<file path="config.mk">
export PLATFORM = sky130hd
export DESIGN_NAME = rom_access_arbiter_flat
export DESIGN_NICKNAME = d
export VERILOG_FILES = /design/src/rtl/rom_access_arbiter_if.sv /design/src/rtl/rom_access_arbiter.sv /design/src/flat_wrapper.sv
export SDC_FILE = /design/constraint.sdc
export NUM_CORES = 1
export LEC_CHECK = 0
export ABC_AREA = 0
export CORE_MARGIN = 2
export CORE_UTILIZATION = 32
export CTS_CLUSTER_DIAMETER = 60
export CTS_CLUSTER_SIZE = 30
export DETAILED_ROUTE_END_ITERATION = 10
export PLACE_DENSITY = 0.79
export SLEW_MARGIN = 20
export SYNTH_ARGS = -nofsm -noshare
export SYNTH_HDL_FRONTEND = slang
export SYNTH_SLANG_ARGS = --single-unit
</file>
<file path="constraint.sdc">
create_clock -name clk -period 1.77 [get_ports clk]
set_input_delay 0.354 -clock clk [delete_from_list [all_inputs] [get_ports clk]]
set_output_delay 0.354 -clock clk [all_outputs]
set_load 0.01 [all_outputs]
</file>
<file path="src/rtl/rom_access_arbiter_if.sv">
// Requester, ROM and status signals of the program-ROM arbiter.
// The addr_err member exists only when ROM_ACCESS_ARBITER_ADDR_ERR_EN is defined.
interface rom_access_arbiter_if #(
   parameter int unsigned ADDR_W = 8,
   parameter int unsigned DATA_W = 8
);
   logic              cpu_req;
   logic [ADDR_W-1:0] cpu_addr;
   logic              cpu_gnt;
   logic              cpu_valid;
   logic [DATA_W-1:0] cpu_data;
   logic              dbg_req;
   logic [ADDR_W-1:0] dbg_addr;
   logic              dbg_gnt;
   logic              dbg_valid;
   logic [DATA_W-1:0] dbg_data;
   logic [ADDR_W-1:0] rom_addr;
   logic [DATA_W-1:0] rom_data;
   logic              busy;
`ifdef ROM_ACCESS_ARBITER_ADDR_ERR_EN
   logic              addr_err;
`endif

   // Requesters and ROM side
   modport master (
      output cpu_req, cpu_addr, dbg_req, dbg_addr, rom_data,
      input  cpu_gnt, cpu_valid, cpu_data, dbg_gnt, dbg_valid, dbg_data,
             rom_addr, busy
`ifdef ROM_ACCESS_ARBITER_ADDR_ERR_EN
      , input addr_err
`endif
   );

   // Arbiter side
   modport slave (
      input  cpu_req, cpu_addr, dbg_req, dbg_addr, rom_data,
      output cpu_gnt, cpu_valid, cpu_data, dbg_gnt, dbg_valid, dbg_data,
             rom_addr, busy
`ifdef ROM_ACCESS_ARBITER_ADDR_ERR_EN
      , output addr_err
`endif
   );
endinterface

</file>
<file path="src/rtl/rom_access_arbiter.sv">
// CPU/debug arbiter for the single-port synchronous program ROM (1-cycle read latency).
// Optional macro ROM_ACCESS_ARBITER_ADDR_ERR_EN: flag out-of-range reads and zero their data.
module rom_access_arbiter #(
   parameter int unsigned ADDR_W    = 8,
   parameter int unsigned DATA_W    = 8,
   parameter int unsigned ROM_DEPTH = 128,
   parameter int unsigned MAX_WAIT  = 4
) (
   input logic                 clk,
   input logic                 reset,
   rom_access_arbiter_if.slave bus
);

   typedef enum logic [1:0] {OWN_NONE, OWN_CPU, OWN_DBG} owner_t;

   owner_t            owner_q, owner_d;
   logic [3:0]        wait_cnt_q, wait_cnt_d;
   logic [ADDR_W-1:0] addr_hold_q, gnt_addr;
   logic              cpu_gnt_c, dbg_gnt_c, dbg_starved;
   logic [DATA_W-1:0] ret_data;

   assign dbg_starved = (32'(wait_cnt_q) >= MAX_WAIT);

   always_comb begin
      cpu_gnt_c  = 1'b0;
      dbg_gnt_c  = 1'b0;
      owner_d    = OWN_NONE;
      gnt_addr   = addr_hold_q;
      wait_cnt_d = '0;
      if (bus.cpu_req && !(bus.dbg_req && dbg_starved)) begin
         cpu_gnt_c = 1'b1;
         owner_d   = OWN_CPU;
         gnt_addr  = bus.cpu_addr;
      end else if (bus.dbg_req) begin
         dbg_gnt_c = 1'b1;
         owner_d   = OWN_DBG;
         gnt_addr  = bus.dbg_addr;
      end
      // Starvation counter saturates at 15 while debug is held off
      if (bus.dbg_req && !dbg_gnt_c)
         wait_cnt_d = (wait_cnt_q == 4'hF) ? 4'hF : wait_cnt_q + 4'd1;
   end

`ifdef ROM_ACCESS_ARBITER_ADDR_ERR_EN
   logic last_err_q;

   always_ff @(posedge clk) begin
      if (!reset)
         last_err_q <= 1'b0;
      else
         last_err_q <= (cpu_gnt_c || dbg_gnt_c) && (32'(gnt_addr) >= ROM_DEPTH);
   end

   assign ret_data     = last_err_q ? '0 : bus.rom_data;
   assign bus.addr_err = reset && (owner_q != OWN_NONE) && last_err_q;
`else
   assign ret_data = bus.rom_data;
`endif

   always_ff @(posedge clk) begin
      if (!reset) begin
         owner_q     <= OWN_NONE;
         wait_cnt_q  <= '0;
         addr_hold_q <= '0;
      end else begin
         owner_q     <= owner_d;
         wait_cnt_q  <= wait_cnt_d;
         addr_hold_q <= gnt_addr;
      end
   end

   // Outputs are gated by reset level so a read granted just before reset never returns
   assign bus.cpu_gnt   = reset && cpu_gnt_c;
   assign bus.dbg_gnt   = reset && dbg_gnt_c;
   assign bus.rom_addr  = reset ? gnt_addr : '0;
   assign bus.cpu_valid = reset && (owner_q == OWN_CPU);
   assign bus.dbg_valid = reset && (owner_q == OWN_DBG);
   assign bus.cpu_data  = bus.cpu_valid ? ret_data : '0;
   assign bus.dbg_data  = bus.dbg_valid ? ret_data : '0;
   assign bus.busy      = (owner_q != OWN_NONE);

endmodule

</file>
<file path="src/flat_wrapper.sv">
// flat-port wrapper written by rule: the top's interface ports become plain ports
module rom_access_arbiter_flat 
#(
   parameter int unsigned ADDR_W    = 8,
   parameter int unsigned DATA_W    = 8,
   parameter int unsigned ROM_DEPTH = 128,
   parameter int unsigned MAX_WAIT  = 4
)
  (clk, reset, bus_cpu_req, bus_cpu_addr, bus_dbg_req, bus_dbg_addr, bus_rom_data, bus_cpu_gnt, bus_cpu_valid, bus_cpu_data, bus_dbg_gnt, bus_dbg_valid, bus_dbg_data, bus_rom_addr, bus_busy);
  rom_access_arbiter_if #(.ADDR_W(ADDR_W), .DATA_W(DATA_W)) bus_i ();
  input logic clk;
  input logic reset;
  input wire logic [$bits(bus_i.cpu_req)-1:0] bus_cpu_req;
  input wire logic [$bits(bus_i.cpu_addr)-1:0] bus_cpu_addr;
  input wire logic [$bits(bus_i.dbg_req)-1:0] bus_dbg_req;
  input wire logic [$bits(bus_i.dbg_addr)-1:0] bus_dbg_addr;
  input wire logic [$bits(bus_i.rom_data)-1:0] bus_rom_data;
  output wire logic [$bits(bus_i.cpu_gnt)-1:0] bus_cpu_gnt;
  output wire logic [$bits(bus_i.cpu_valid)-1:0] bus_cpu_valid;
  output wire logic [$bits(bus_i.cpu_data)-1:0] bus_cpu_data;
  output wire logic [$bits(bus_i.dbg_gnt)-1:0] bus_dbg_gnt;
  output wire logic [$bits(bus_i.dbg_valid)-1:0] bus_dbg_valid;
  output wire logic [$bits(bus_i.dbg_data)-1:0] bus_dbg_data;
  output wire logic [$bits(bus_i.rom_addr)-1:0] bus_rom_addr;
  output wire logic [$bits(bus_i.busy)-1:0] bus_busy;
  assign bus_i.cpu_req = bus_cpu_req;
  assign bus_i.cpu_addr = bus_cpu_addr;
  assign bus_i.dbg_req = bus_dbg_req;
  assign bus_i.dbg_addr = bus_dbg_addr;
  assign bus_i.rom_data = bus_rom_data;
  assign bus_cpu_gnt = bus_i.cpu_gnt;
  assign bus_cpu_valid = bus_i.cpu_valid;
  assign bus_cpu_data = bus_i.cpu_data;
  assign bus_dbg_gnt = bus_i.dbg_gnt;
  assign bus_dbg_valid = bus_i.dbg_valid;
  assign bus_dbg_data = bus_i.dbg_data;
  assign bus_rom_addr = bus_i.rom_addr;
  assign bus_busy = bus_i.busy;
  rom_access_arbiter #(.ADDR_W(ADDR_W), .DATA_W(DATA_W), .ROM_DEPTH(ROM_DEPTH), .MAX_WAIT(MAX_WAIT)) u_core (.clk(clk), .reset(reset), .bus(bus_i));
endmodule
</file>
==> reports/qor.txt <==
======================================================================================
Outcome ................................................................. finished with violations
Failing checks .......................................................... setup timing
Total wire length ....................................................... 2340 microns
Overall global routing resource usage ...................................        0.175
Vias in the first global route ..........................................          737
Quantity of I/O buffers inserted on ports ...............................           56
Syn Std Cell Area .......................................................    718 sq um
Total via count after detailed routing ..................................          818
Initial antenna violation count .........................................            0
TritonCTS clock tree ....................................................         done
Number of pins exceeding their max-slew limit in the final report .......            0
Type of the tightest min-delay check .................................... flip-flop to flip-flop
CP Launch Type ..........................................................    flip-flop
Synth area leader ....................................................... sky130_fd_sc_hd__dfxtp_1
Worst IR drop on VDD ....................................................     0.586 mV
Maximum buffer depth of the clock tree ..................................            2
Upper clock frequency limit .............................................    0.557 GHz
Final nets ..............................................................          173
Unrepaired setup endpoints after global routing .........................         true
Clock period minus worst slack ..........................................      1.80 ns
Worst path setup slack after routing ....................................   -0.0255 ns
Final Hold Violating Endpoints ..........................................            0
Routed len/inst ......................................................... 13.7 microns
Share of final-layout standard cells stronger than drive strength 1 .....        0.371
Total clock buffers created by CTS ......................................            3
Hold-fix buffers at CTS .................................................            0
Type of element capturing the critical path .............................  output port
1st-pass router iterations ..............................................            4
Sink count of the clock tree ............................................           14
Number of DRC markers after the initial detailed-route iteration ........           14
Fill cells ..............................................................          179
Distinct cells, synth ...................................................           23
Detailed Place HPWL ..................................................... 1590 microns
Wire length of the first global-routing pass ............................ 3370 microns
Core Rows ...............................................................           17
WS Path Type ............................................................ flip-flop to output port
Power density relative to cell area .....................................  542 nW/um^2
Top post-synthesis cells by area ........................................ sky130_fd_sc_hd__dfxtp_1 (39%), sky130_fd_sc_hd__and2_1 (14%), sky130_fd_sc_hd__mux2i_1 (11%)
CTS H-Tree Depth ........................................................            1
Primary flip-flop cell chosen by synthesis mapping ...................... sky130_fd_sc_hd__dfxtp_1
Worst Clk Skew ..........................................................   0.00112 ns
Post-route clock period utilization .....................................         1.01
Root Driver ............................................................. sky130_fd_sc_hd__clkbuf_4
Synthesis-to-finish area growth .........................................         105%
Syn Area/Cell ...........................................................   10.4 sq um
DRT antenna net count ...................................................            0
FFs w/ async S/R, synth .................................................            0
Weighted congestion reported at the end of routability-driven placement .        0.613
Number of antenna cells inserted ........................................            0
Clk_lat worst skew ......................................................      0.28 ns
I/O pin total ...........................................................           57
Leading cell type by number of instances after synthesis ................ sky130_fd_sc_hd__and2_1
Setup-failing EPs final .................................................            3
Area inside the core boundary ...........................................   2170 sq um
Synth Net Count .........................................................           98
Top-area cell type share of the netlist area ............................        0.390
Vertical extent of the die .............................................. 51.4 microns
Commonest cells in the synthesized netlist .............................. sky130_fd_sc_hd__and2_1 (16), sky130_fd_sc_hd__dfxtp_1 (14), sky130_fd_sc_hd__mux2i_1 (8), sky130_fd_sc_hd__o2bb2ai_1 (8), sky130_fd_sc_hd__nor2_1 (3)
Sequential share of the synthesized area ................................        0.390
Register bit count reported by yosys ....................................           14
Number of maximum-capacitance violations ................................            0
Maximum number of pins on one net before global-route repair ............           11
Static leakage power ....................................................     0.715 nW
Overflow after GRT ......................................................            0
Worst path arrival time .................................................      1.44 ns
Effective utilization at floorplan ......................................        0.331
Synthesis Warnings ......................................................            0
Clock-pin slew of the registers on the worst-case setup and hold paths ..      0.08 ns
Worst endpoint required time ............................................      1.42 ns
Largest fanout on the critical path .....................................            5
Remaining routing DRC violations ........................................            0
Total die area ..........................................................   2640 sq um
Pre-CTS worst setup slack ...............................................    -0.547 ns
Gate count after technology mapping .....................................           69
Vias per cell ...........................................................         4.78
EDFF count, synth .......................................................            0
Post-layout total power .................................................       799 uW
Setup total negative slack ..............................................   -0.0387 ns
Width of the die ........................................................ 51.4 microns
======================================================================================
cell usage in the layout, fill, tap and decap left out, types with 7 or more instances in the layout:
cell	n
sky130_fd_sc_hd__clkdlybuf4s50_1	24
sky130_fd_sc_hd__dlygate4sd2_1	21
sky130_fd_sc_hd__and2_1	16
sky130_fd_sc_hd__buf_4	10
sky130_fd_sc_hd__dfxtp_1	10
sky130_fd_sc_hd__buf_2	9
sky130_fd_sc_hd__mux2i_1	8
sky130_fd_sc_hd__o2bb2ai_2	7
state kept, by name (all words and copies together), names as in the netlist:
register / flops
u_core.wait_cnt_q: 4
u_core.owner_q: 2
u_core.addr_hold_q: 8
path summary, 6_finish.rpt:
path,from,endpoint,slack (ns),cells past startpoint
worst min-delay path,u_core.wait_cnt_q[0]$_SDFF_PN0_,u_core.wait_cnt_q[0]$_SDFF_PN0_,0.46,1
worst min register to register,u_core.wait_cnt_q[0]$_SDFF_PN0_,u_core.wait_cnt_q[0]$_SDFF_PN0_,0.46,1
worst max register to register,u_core.wait_cnt_q[3]$_SDFF_PN0_,u_core.wait_cnt_q[2]$_SDFF_PN0_,0.57,4
worst max-delay path,u_core.wait_cnt_q[3]$_SDFF_PN0_,bus_rom_addr[1],-0.03,5
cell families (layout without fill, tap and decap cells):
logic type | after synthesis | after routing | synth area share
other | 1 | 1 | 0.00522
buffers and inverters | 5 | 75 | 0.0331
multiplexers | 8 | 8 | 0.112
AND/OR/NAND/NOR | 27 | 30 | 0.244
flip-flops | 14 | 14 | 0.390
AO/OA/AOI/OAI | 13 | 14 | 0.199
adder cells (fa/ha/maj) | 1 | 1 | 0.0174
report_power, final:
| group | switching [mW] | internal, mW |
|---|---|---|
| logic | 0.0990 | 0.129 |
| clock network | 0.103 | 0.125 |
| registers | 0.00896 | 0.334 |
layer usage:
layer  wire, microns  global-route usage  vias up
met5               0                   0        -
met4              10              0.0658        0
met3             339              0.0556        2
met2            1180               0.325       55
met1             812               0.179      364
li1                -                   -      397
worst max-delay path, cell delays in order (launching register included):
cell and delay, ns:
sky130_fd_sc_hd__dfxtp_2 0.34, sky130_fd_sc_hd__o21a_4 0.27, sky130_fd_sc_hd__o21ai_4 0.20, sky130_fd_sc_hd__buf_4 0.16, sky130_fd_sc_hd__o2bb2ai_2 0.05, sky130_fd_sc_hd__buf_2 0.14
metrics by stage:
stage	area, sq um	instances	hold WS [ns]	utilization
final	1470	171	0.464	0.679
after global routing	1470	171	0.485	0.679
after CTS	1440	167	0.467	0.666
after detailed placement	1360	159	0.457	0.627
after global placement	1360	159	0.447	0.627
after floorplan	718	69	0.442	-
what timing repair did:
item	CTS	global route
pin swaps	3	4
setup endpoints to repair	28	8
gates resized for setup	77	6
hold endpoints to repair	0	0
cloned	4	0
buffers inserted	0	4
area by class of cell:
type                            count  area [sq um]  area share
Timing Repair Buffer               68           588       0.399
Multi-Input combinational cell     54           515       0.350
Clock buffer                        4          36.3      0.0246
Sequential cell                    14           288       0.195
Inverter                            3          11.3     0.00764
Tap cell                           28          35.0      0.0238
Note: power is estimated with default switching activity, not from simulation.
